==> src/rtl/rob_retire_pkg.sv <==
`default_nettype none
// ============================================================================
// Module  : rob_retire_pkg
// Brief   : Shared ROB sizing, tag type and entry layout (also used by commit).
// Revision: 1.0
// ============================================================================
package rob_retire_pkg;

    localparam int ROB_DEPTH = 16;
    localparam int TAG_W     = $clog2(ROB_DEPTH + 1);
    localparam int REG_W     = 5;
    localparam int DATA_W    = 32;
    localparam int IDX_W     = $clog2(ROB_DEPTH);
    localparam int PTR_W     = IDX_W + 1;

    typedef logic [TAG_W-1:0] rob_tag_t;

    localparam rob_tag_t NO_TAG = '0;

    typedef struct packed {
        logic              valid;
        logic              ready;
        logic              regwr;
        logic [REG_W-1:0]  dest;
        logic [DATA_W-1:0] value;
    } rob_entry_t;

endpackage
`default_nettype wire

==> src/rtl/rob_retire_ptr.sv <==
`default_nettype none
// ============================================================================
// Module  : rob_ptr
// Brief   : Wrap-bit pointer counter (index plus one extra MSB) with clear.
// Revision: 1.0
// ============================================================================
module rob_ptr #(
    parameter int PTR_W = 5
) (
    input  logic             clk,
    input  logic             reset,
    input  logic             i_clr,
    input  logic             i_inc,
    output logic [PTR_W-1:0] o_ptr
);

    logic [PTR_W-1:0] r_ptr;

    // Natural overflow of PTR_W bits gives the modulo 2*depth wrap.
    always_ff @(posedge clk or negedge reset) begin
        if (!reset) begin
            r_ptr <= '0;
        end else if (i_clr) begin
            r_ptr <= '0;
        end else if (i_inc) begin
            r_ptr <= r_ptr + PTR_W'(1);
        end
    end

    assign o_ptr = r_ptr;

endmodule
`default_nettype wire

==> src/rtl/rob_retire.sv <==
`default_nettype none
// ============================================================================
// Module  : rob_retire
// Brief   : Reorder buffer storage with tag allocation and in-order retirement.
// Revision: 1.0
// ============================================================================
module rob_retire
    import rob_retire_pkg::*;
(
    input  logic              clk,
    input  logic              reset,
    input  logic              flush,
    input  logic              alloc_valid,
    input  logic              alloc_regwr,
    input  logic [REG_W-1:0]  alloc_dest,
    output logic              alloc_ready,
    output rob_tag_t          alloc_tag,
    input  logic              complete_valid,
    input  rob_tag_t          complete_tag,
    input  logic [DATA_W-1:0] complete_value,
    output logic              retire_valid,
    output logic              retire_regwr,
    output logic [REG_W-1:0]  retire_dest,
    output logic [DATA_W-1:0] retire_value,
    output rob_tag_t          retire_tag,
    output rob_tag_t          count
);

    logic [PTR_W-1:0]  w_head;
    logic [PTR_W-1:0]  w_tail;
    logic [IDX_W-1:0]  w_head_idx;
    logic [IDX_W-1:0]  w_tail_idx;
    logic              w_full;
    logic              w_do_alloc;
    logic              w_do_retire;
    rob_entry_t        w_entries [ROB_DEPTH];
    rob_entry_t        w_head_entry;

    logic              r_retire_valid;
    logic              r_retire_regwr;
    logic [REG_W-1:0]  r_retire_dest;
    logic [DATA_W-1:0] r_retire_value;
    rob_tag_t          r_retire_tag;

    rob_ptr #(.PTR_W(PTR_W)) u_head (
        .clk   (clk),
        .reset (reset),
        .i_clr (flush),
        .i_inc (w_do_retire),
        .o_ptr (w_head)
    );

    rob_ptr #(.PTR_W(PTR_W)) u_tail (
        .clk   (clk),
        .reset (reset),
        .i_clr (flush),
        .i_inc (w_do_alloc),
        .o_ptr (w_tail)
    );

    assign w_head_idx   = w_head[IDX_W-1:0];
    assign w_tail_idx   = w_tail[IDX_W-1:0];
    assign w_full       = (w_head_idx == w_tail_idx) && (w_head[PTR_W-1] != w_tail[PTR_W-1]);
    assign w_head_entry = w_entries[w_head_idx];
    assign w_do_alloc   = alloc_valid && !w_full && !flush;
    assign w_do_retire  = w_head_entry.valid && w_head_entry.ready && !flush;

    assign alloc_ready  = !w_full;
    assign alloc_tag    = TAG_W'(w_tail_idx) + TAG_W'(1);
    assign count        = TAG_W'(w_tail - w_head);

    // The tail slot is never valid while not full, so alloc and completion
    // cannot collide; alloc and retire on one slot would need a full buffer.
    for (genvar gi = 0; gi < ROB_DEPTH; gi++) begin : g_entry
        rob_entry_t r_entry;
        logic       w_alloc_hit;
        logic       w_cmp_hit;
        logic       w_ret_hit;

        assign w_alloc_hit = w_do_alloc && (w_tail_idx == IDX_W'(gi));
        assign w_cmp_hit   = complete_valid && (complete_tag == TAG_W'(gi + 1)) && r_entry.valid;
        assign w_ret_hit   = w_do_retire && (w_head_idx == IDX_W'(gi));

        always_ff @(posedge clk or negedge reset) begin
            if (!reset) begin
                r_entry <= '0;
            end else if (flush) begin
                r_entry.valid <= 1'b0;
                r_entry.ready <= 1'b0;
            end else if (w_ret_hit) begin
                r_entry.valid <= 1'b0;
                r_entry.ready <= 1'b0;
            end else if (w_alloc_hit) begin
                r_entry.valid <= 1'b1;
                r_entry.ready <= 1'b0;
                r_entry.regwr <= alloc_regwr;
                r_entry.dest  <= alloc_dest;
                r_entry.value <= '0;
            end else if (w_cmp_hit) begin
                r_entry.ready <= 1'b1;
                r_entry.value <= complete_value;
            end
        end

        assign w_entries[gi] = r_entry;
    end

    always_ff @(posedge clk or negedge reset) begin
        if (!reset) begin
            r_retire_valid <= 1'b0;
            r_retire_regwr <= 1'b0;
            r_retire_dest  <= '0;
            r_retire_value <= '0;
            r_retire_tag   <= NO_TAG;
        end else if (w_do_retire) begin
            r_retire_valid <= 1'b1;
            r_retire_regwr <= w_head_entry.regwr;
            r_retire_dest  <= w_head_entry.dest;
            r_retire_value <= w_head_entry.value;
            r_retire_tag   <= TAG_W'(w_head_idx) + TAG_W'(1);
        end else begin
            r_retire_valid <= 1'b0;
        end
    end

    assign retire_valid = r_retire_valid;
    assign retire_regwr = r_retire_regwr;
    assign retire_dest  = r_retire_dest;
    assign retire_value = r_retire_value;
    assign retire_tag   = r_retire_tag;

endmodule
`default_nettype wire

==> config.mk <==
export PLATFORM = sky130hd
export DESIGN_NAME = rob_retire
export DESIGN_NICKNAME = d
export VERILOG_FILES = /design/src/rtl/rob_retire_pkg.sv /design/src/rtl/rob_retire_ptr.sv /design/src/rtl/rob_retire.sv
export SDC_FILE = /design/constraint.sdc
export NUM_CORES = 1
export LEC_CHECK = 0
export CAP_MARGIN = 10
export CORE_MARGIN = 4
export CORE_UTILIZATION = 25
export DETAILED_ROUTE_END_ITERATION = 16
export HOLD_SLACK_MARGIN = 0.08
export PLACE_DENSITY = 0.47
export SLEW_MARGIN = 20
export SYNTH_ARGS = -nofsm -noshare
export SYNTH_HDL_FRONTEND = slang
export SYNTH_SLANG_ARGS = --single-unit
==> constraint.sdc <==
create_clock -name clk -period 10.9 [get_ports clk]
set_input_delay 3.27 -clock clk [delete_from_list [all_inputs] [get_ports clk]]
set_output_delay 3.27 -clock clk [all_outputs]
set_load 0.05 [all_outputs]
Word-level counts from Yosys, hierarchy flattened
Index checks and enable logic that the tools add are counted.
- register bits: 694
- output and inout port bits: 55
- input port bits: 48
- equal/unequal tests: 48
- mux-type cells: 120
- add/sub/neg operators: 5
- bitwise gates (word level): 18
- $lt $le $gt $ge: 1
- reductions and logical operators: 155
- operators with widths (kind ; count):
    two-way mux 32 bit ; 32
    binary-select mux 40 bit (select 4 bit) ; 1
    AND reduction 3 bit ; 32
    two-way mux 40 bit ; 2
    logical AND 1 bit ; 69
    equality test 4 bit, second input constant ; 16
    two-way mux 2 bit ; 32
    nonzero test 4 bit ; 16
    two-way mux 1 bit ; 49
    nonzero test 3 bit ; 16
    equality test 5 x 4 -> 1 bit, second input constant ; 8
    nonzero test 2 bit ; 18
    equality test 4 x 3 -> 1 bit, second input constant ; 8
    equality test 5 x 3 -> 1 bit, second input constant ; 4
    two-way mux 5 bit ; 4
    NOT 1 bit ; 17
    equality test 4 x 2 -> 1 bit, second input constant ; 4
    adder 4 x 1 -> 5 bit, second input constant ; 2
    adder 5 x 1 -> 5 bit, second input constant ; 2
    equality test 5 x 2 -> 1 bit, second input constant ; 2
    equality test 4 x 1 -> 1 bit, second input constant ; 2
    logical NOT 4 bit ; 2
    equality test 5 x 1 -> 1 bit, second input constant ; 1
    equality test 5 bit, second input constant ; 1
    other kinds (6) ; 7

Logic depth before layout (Yosys ltp)
Gate-level depths: netlist (run 1).
- depth after elaboration: 9
- depth in mapped cells: 15
- mapped depth without buffers: 7

By module
Synthesis (run 1) repeated with hierarchy kept, for this count alone.
- cells, all modules: 2333
- area, all modules: 32079.5 sq um
- modules (own cells, without submodules) (module ; times used ; area an instance (sq um) ; cells each ; sequential area each (sq um)):
    rob_retire ; 1 ; 31574.0 ; 2289 ; 17116.4
    rob_ptr ; 2 ; 252.7 ; 22 ; 125.1

Worst setup path before layout (run 1)
No wires, ideal clock.
- kind: reg2out
- start: register u_head.r_ptr[1], in the netlist u_head.o_ptr[1]
- end: output count[3]
- path slack: 4.754 ns
- buffers on the path: 5
- data arrival time: 2.876 ns
- required time: 7.630 ns
- stages on the path, launching flop included: 11
- cell sequence: dfrtp_1 buf_6 buf_6 clkbuf_1 clkbuf_1 buf_2 inv_1 ha_1 a21o_1 a21oi_1 xnor2_1
- word-level cells in the longest chain between the ends: 1
- RTL lines (item ; RTL line ; RTL):
    start: declaration ; rob_retire_ptr.sv:17 ; logic [PTR_W-1:0] r_ptr;
    start signal: assignment ; rob_retire_ptr.sv:26 ; r_ptr <= r_ptr + PTR_W'(1);
    subtractor 5 bit ; rob_retire.sv:70 ; assign count = TAG_W'(w_tail - w_head);
    end: declaration ; rob_retire.sv:26 ; output rob_tag_t count
Every way passes these cells.

Worst setup path after layout (run 1)
- start: register u_head.r_ptr[3], in the netlist u_head.o_ptr[3]
- end: output alloc_ready
- word-level cells in the longest chain between the ends: 3
- RTL lines (item ; RTL line ; RTL):
    equality test 4 bit ; rob_retire.sv:63 ; assign w_full = (w_head_idx == w_tail_idx) && (w_head[PTR_W-1] != w_tail[PTR_W-1]);
    logical AND 1 bit ; rob_retire.sv:63 ;
    logical NOT 1 bit ; rob_retire.sv:68 ; assign alloc_ready = !w_full;
    end: declaration ; rob_retire.sv:16 ; output logic alloc_ready,
Every way passes these cells.

==> impl_results.md, run 1 <==
* Netlist cell types at 68
* Overflow after GRT at 0
* Critical Path Source Type: flip-flop
* Core ar. at 122,000 µm²
* Synthesized area per cell at 14.9 µm²
* First-pass detailed-route iteration total at 5
* CTS HTree Levels at 3
* RSZ-0062 raised after global routing: false
* Final #Nets at 2,125
* Net Sw Power at 1.32 mW
* Die width at 360 µm
* Vias per cell at 5.34
* DP HPWL at 55,600 µm
* CP required at 7.63 ns
* Area contributors post-synth: dfrtp_1 56%, a22o_1 14%, mux4_2 14%
* Min-delay src: g_entry[12].r_entry[35]
* Count of input and output buffers at 102
* Antenna violations before repair at 10
* Max-Cap Viols at 0
* Internal power at 4.46 mW
* Area grow syn2layout at 17.6%
* Critical Path Fanout Max at 11
* Least-Margin Pin Slew at 1.07 ns
* Vias in the first global route at 21,700
* Number of flops mapped to enable cells by yosys at 0
* Top-count cell post-synth: dfrtp_1
* Layout cells sized above 1 at 0.262
* Data arrival time of the critical path at 3.52 ns
* Routed len/inst at 26.5 µm
* Combinational power share at 0.039
* Worst Skew at 0.0582 ns
* Die area at 130,000 µm²
* Reg power frac at 0.455
* Placed Cells at 3,605
* First-pass GRT wire length at 149,000 µm
* Leading area contributor after synthesis: dfrtp_1
* Number of synthesized register bits at 694
* Async SR Flop Fraction at 1.00
* Initial core utilization at 0.253
* Synth Net Count at 2,133
* Sw Ratio at 0.228
* Crit Path Class: flip-flop to output port
* Tcrit/Tclk final at 0.623
* Hold WC Path Type: flip-flop to flip-flop
* Post-synth top cells: 694 x dfrtp_1, 512 x a22o_1, 192 x mux4_2
* LEAKAGE at 16.0 nW
* Ports at 103
* Seq/Total Area, Yosys at 0.561
* CTS buffer count at 81
* Post-CTS sizing at 0
* Die height at 360 µm
* # fillers at 12,100
* Multi-input logic area at 12,600 µm²
* DRT antenna net count at 0
* RR Startpoint: u_head.o_ptr[1]
* Bufs on Longest Clock Path at 3
* Aggregate negative setup slack at 0 ns
* Cells after Synth at 2,072
* DR iter-0 viols at 1,502
* Relative max-transition margin at 0.274
* VDD IR max at 0.130 mV
* Routability Congestion at 0.801
* Endpoints failing setup at 0
* PwrDens at 159 nW/µm²
* Largest net degree at the start of global routing at 190
* Hold_buf cts at 0
* Most used DFF post-synth: dfrtp_1
* CTS tree: yes
* DRT Wirelength at 99,300 µm
* Clock latency at the later pin of the worst-skew pair at 0.65 ns
* Yosys top cell area share at 0.561
* Core Rows at 128
* Fin crit period at 6.79 ns
* Post-CTS Setup Bufs at 0
* Clock net sink count at 694
* Outcome: completed
* FF+latch area at 17,400 µm²
* Setup crit end kind: output port
* Reg clk slew, reported paths at 0.06 ns
* YS warnings at 0
* Critical Path Source: u_head.o_ptr[3]
* Netlist Area Pre-Place at 31,000 µm²
* All-Layer GR Usage at 0.151
* Final non-filler cell total at 3,753
* Via count at 20,100
* Clk pwr share at 0.506
* Power consumption at 5.78 mW
* Maximum clock rate at 147 MHz
* DRC at 0
* Clk root buf: clkbuf_16
* Final hold violations at 0
* Fin Hold WS at 0.488 ns
* Max Slew Vio Count at 0
[sequential cells by signal (all words and copies together) (netlist names)]
signal and count:
retire_regwr 1, retire_tag 5, retire_value 32, u_tail.o_ptr 5, g_entry.r_entry 640, retire_dest 5
u_head.o_ptr 5, retire_valid 1
[metrics by stage]
stage	worst slack [ns]	utilization	cell area (µm²)
CTS	4.07	0.297	36400
global route	3.94	0.298	36400
global placement	4.21	0.274	33500
floorplan	4.75	-	31000
finish	4.11	0.298	36400
detailed placement	4.26	0.274	33500
[cells by family after synthesis]
group	after synthesis	share of synthesized area
buffers and inverters	257	0.0381
AO/OA/AOI/OAI	606	0.171
XOR/XNOR	14	0.00420
AND/OR/NAND/NOR	143	0.0255
adder cells (fa/ha/maj)	13	0.00549
multiplexers	345	0.195
flip-flops	694	0.561
[routing by layer]
metal / vias up / wire length, µm / global-route usage
li1: 8096 / - / -
met1: 11000 / 42200 / 0.198
met2: 770 / 47200 / 0.245
met3: 206 / 6850 / 0.0384
met4: 4 / 3040 / 0.0459
met5: - / 30 / 0
[final timing paths]
kind	slack, ns	depth (start not counted)	end
min	0.49	1	g_entry[12].r_entry[35]
min reg2reg	0.49	1	g_entry[12].r_entry[35]
max	4.11	5	alloc_ready
min in group asynchronous	2.70	1	g_entry[12].r_entry[24]
max in group asynchronous	6.62	2	g_entry[5].r_entry[23]
max reg2reg	6.43	7	retire_value[25]
[power groups by stage]
stage,Clock (mW),Sequential [mW],Combinational [mW]
after floorplan,0,2.67,0.112
after global placement,0,2.67,0.217
after detailed placement,0,2.68,0.226
after CTS,2.99,2.63,0.227
after global routing,3.10,2.63,0.249
final,2.92,2.63,0.224
[placed cells by master, fill, tap and decap left out, types with 8 or more instances in the layout]
master	Yosys	final
clkbuf_1	104	14
ha_1	12	12
nand2_1	17	15
clkdlybuf4s50_1	0	100
nor2_1	47	47
mux2i_1	9	9
a22o_1	512	512
dfrtp_1	694	691
mux2_2	123	123
mux4_2	192	192
nand3_1	9	8
mux2_1	21	21
or2_2	8	8
clkinv_2	0	9
xnor2_1	8	8
o21a_1	10	10
inv_1	16	16
a21oi_1	12	12
buf_4	14	41
bufinv_16	0	10
and3_1	14	11
clkbuf_8	0	19
clkbuf_16	0	83
[final cells by class]
cell class | instances | area share
flip-flops and latches | 694 | 0.477
multi-input cells | 1121 | 0.347
clock buffers | 116 | 0.0656
well taps | 1625 | 0.0558
repair buffers | 149 | 0.0393
clock inverters | 29 | 0.0136
inverters | 17 | 0.00179
diodes | 2 | 0.000137
[critical path, cell delays in order (launching register included)]
cell	delay [ns]
dfrtp_1	0.56
clkinv_2	0.40
ha_1	0.48
nand4_1	0.31
or2_2	0.39
clkdlybuf4s50_1	0.70
Note: power is estimated with default switching activity, not from simulation.
==> inputs of run 2 (changes only) <==
--- a/config.mk
+++ b/config.mk
@@ -10,7 +10,7 @@
 export CORE_UTILIZATION = 25
 export DETAILED_ROUTE_END_ITERATION = 16
 export HOLD_SLACK_MARGIN = 0.08
-export PLACE_DENSITY = 0.47
+export PLACE_DENSITY = 0.49
 export SLEW_MARGIN = 20
 export SYNTH_ARGS = -nofsm -noshare
 export SYNTH_HDL_FRONTEND = slang
==> constraint.sdc (replaced) <==
create_clock -name clk -period 6.11 [get_ports clk]
set_input_delay 1.833 -clock clk [delete_from_list [all_inputs] [get_ports clk]]
set_output_delay 1.833 -clock clk [all_outputs]
set_load 0.05 [all_outputs]
==> run 2 against run 1 <==
Core utilization barely moved; cell count barely moved; sequential power rose by 78%; critical path type unchanged; design area fell by 0.14%; combinational power rose by 82%; count of clock-buffer cells in the layout rose by 3; global-route usage rose by 0.063 points; setup slack got worse by 3.3 ns; clock power rose by 70%; hold slack barely moved; die area did not move; via count rose by 0.12%.
==> impl_results.md, run 2 (synthesis gave the netlist of run 1 again) <==
* Max Slew Vio Count at 0 (unchanged)
* DRT Wirelength at 99,600 µm (was 99,300 µm)
* Clock net sink count at 694 (unchanged)
* Core ar. at 122,000 µm² (unchanged)
* Setup ws final at 0.858 ns (was 4.11 ns)
* Number of flip-flops in the largest register at 640 (unchanged)
* Hold WC Path Type: flip-flop to flip-flop (unchanged)
* Area grow syn2layout at 17.4% (was 17.6%)
* DR iter-0 viols at 1,682 (was 1,502)
* Fin crit period at 5.25 ns
* Least-Margin Pin Slew at 1.16 ns (was 1.07 ns)
* DRC at 0 (unchanged)
* LEAKAGE at 16.0 nW (about the same)
* All-Layer GR Usage at 0.151 (about the same)
* Vias per cell at 5.35 (was 5.34)
* Top reg by flops: g_entry.r_entry (unchanged)
* Initial core utilization at 0.253 (unchanged)
* Routability Congestion at 0.855 (was 0.801)
* Post-CTS Setup Bufs at 0 (unchanged)
* Bufs on Longest Clock Path at 3 (unchanged)
* Via count at 20,100 (about the same)
* RSZ-0062 raised after global routing: false (unchanged)
* First-pass GRT wire length at 150,000 µm (was 149,000 µm)
* Max-Cap Viols at 0 (unchanged)
* CTS buffer count at 79 (was 81)
* Final non-filler cell total at 3,756 (was 3,753)
* Critical Path Source Type: flip-flop (unchanged)
* Data arrival time of the critical path at 3.42 ns (was 3.52 ns)
* Tcrit/Tclk final at 0.860
* PwrDens at 277 nW/µm² (was 159 nW/µm²)
* Critical Path Fanout Max at 10 (was 11)
* Placed Cells at 3,608 (was 3,605)
* Layout cells sized above 1 at 0.260 (was 0.262)
* Ports at 103 (unchanged)
* Die width at 360 µm (unchanged)
* Routed len/inst at 26.5 µm (about the same)
* Outcome: completed (unchanged)
* Maximum clock rate at 190 MHz
* Post-CTS sizing at 0 (unchanged)
* Crit-path cells: clkinv_2 -> ha_1 -> nand4_1 -> or2_2 -> clkdlybuf4s50_1 (unchanged)
* CP required at 4.28 ns (was 7.63 ns)
* Overflow after GRT at 0 (unchanged)
* Final #Nets at 2,126 (was 2,125)
* Clk root buf: clkbuf_16 (unchanged)
* Hold_buf cts at 0 (unchanged)
* DRT antenna net count at 0 (unchanged)
* Die area at 130,000 µm² (unchanged)
* Crit path max-delay cell type: clkdlybuf4s50_1 (unchanged)
* Relative max-transition margin at 0.224 (was 0.274)
* Endpoints failing setup at 0 (unchanged)
* First-pass detailed-route iteration total at 5 (unchanged)
* Setup crit end kind: output port (unchanged)
* Fin Hold WS at 0.488 ns (about the same)
* Crit Path Class: flip-flop to output port (unchanged)
* Antenna violations before repair at 10 (unchanged)
* CTS HTree Levels at 3 (unchanged)
* Commonest non-fill, non-tap cell in the layout: dfrtp_1 (unchanged)
* Final hold violations at 0 (unchanged)
* Clock latency at the later pin of the worst-skew pair at 0.63 ns (was 0.65 ns)
* Core Util, Final at 0.297 (was 0.298)
* Pre-CTS WS at 1.08 ns (was 4.26 ns)
* Largest net degree at the start of global routing at 137 (was 190)
* Die height at 360 µm (unchanged)
* Vias in the first global route at 21,600 (was 21,700)
* VDD IR max at 0.198 mV (was 0.130 mV)
* Worst Skew at 0.0178 ns (was 0.0582 ns)
* Aggregate negative setup slack at 0 ns (unchanged)
* DP HPWL at 57,800 µm (was 55,600 µm)
* Worst path max stage delay at 0.70 ns (about the same)
* Most frequent cells in the layout: 691 x dfrtp_1, 512 x a22o_1, 192 x mux4_2 (unchanged)
* Reg clk slew, reported paths at 0.06 ns (about the same)
* CTS tree: yes (unchanged)
* Count of input and output buffers at 102 (unchanged)
* Core Rows at 128 (unchanged)
-- run 2: layout make-up --
class                   instances  area, µm²
fillers                     12100      86000
repair buffers                152       1530
well taps                    1625       2030
inverters                      17       65.1
clock inverters                27        379
multi-input cells            1121      12700
clock buffers                 119       2340
diodes                          1       2.50
flip-flops and latches        694      17400
-- run 2: through the flow --
| step | total power [mW] | cell area [µm²] |
|---|---|---|
| after floorplan | 4.97 | 31000 |
| after global placement | 5.17 | 33600 |
| after detailed placement | 5.19 | 33600 |
| after CTS | 10.2 | 36300 |
| after global routing | 10.4 | 36400 |
| final | 10.1 | 36400 |
-- run 2: worst max-delay path, delay by kind of cell, from the launching register on --
kind / cells / cell delay, ns
fa+ha+maj: 1 / 0.45
buf+inv: 2 / 1.06
flops: 1 / 0.58
simple gates: 2 / 0.68
-- run 2: worst paths after layout --
| kind | endpoint | slack [ns] | start | cells past startpoint |
|---|---|---|---|---|
| worst max-delay path | alloc_ready | 0.86 | u_head.o_ptr[3] | 5 |
| worst min-delay path | g_entry[4].r_entry[33] | 0.49 | g_entry[4].r_entry[33] | 1 |
| worst max register to register | g_entry[12].r_entry[10] | 1.56 | u_head.o_ptr[3] | 8 |
| worst min register to register | g_entry[4].r_entry[33] | 0.49 | g_entry[4].r_entry[33] | 1 |
| max in group asynchronous | g_entry[14].r_entry[8] | 3.58 | reset | 2 |
| min in group asynchronous | retire_value[26] | 1.22 | reset | 1 |
-- run 2: routing by layer --
layer / GRT usage / routed length, µm / vias up
li1: - / - / 8124
met1: 0.206 / 43200 / 11000
met2: 0.241 / 47000 / 798
met3: 0.0336 / 6240 / 203
met4: 0.0488 / 3200 / 8
met5: 0 / 38 / -
-- run 2: power by group --
| part | total, mW | switching (mW) | internal, mW |
|---|---|---|---|
| registers | 4.69 | 0.0334 | 4.66 |
| logic | 0.407 | 0.266 | 0.141 |
| clock network | 4.97 | 2.01 | 2.96 |
==> inputs of run 3 (changes only) <==
--- a/config.mk
+++ b/config.mk
@@ -15,3 +15,4 @@
 export SYNTH_ARGS = -nofsm -noshare
 export SYNTH_HDL_FRONTEND = slang
 export SYNTH_SLANG_ARGS = --single-unit
+export TNS_END_PERCENT = 100
==> results of run 3 <==
No change in the layout: final DEF, timing and power equal those of run 2.
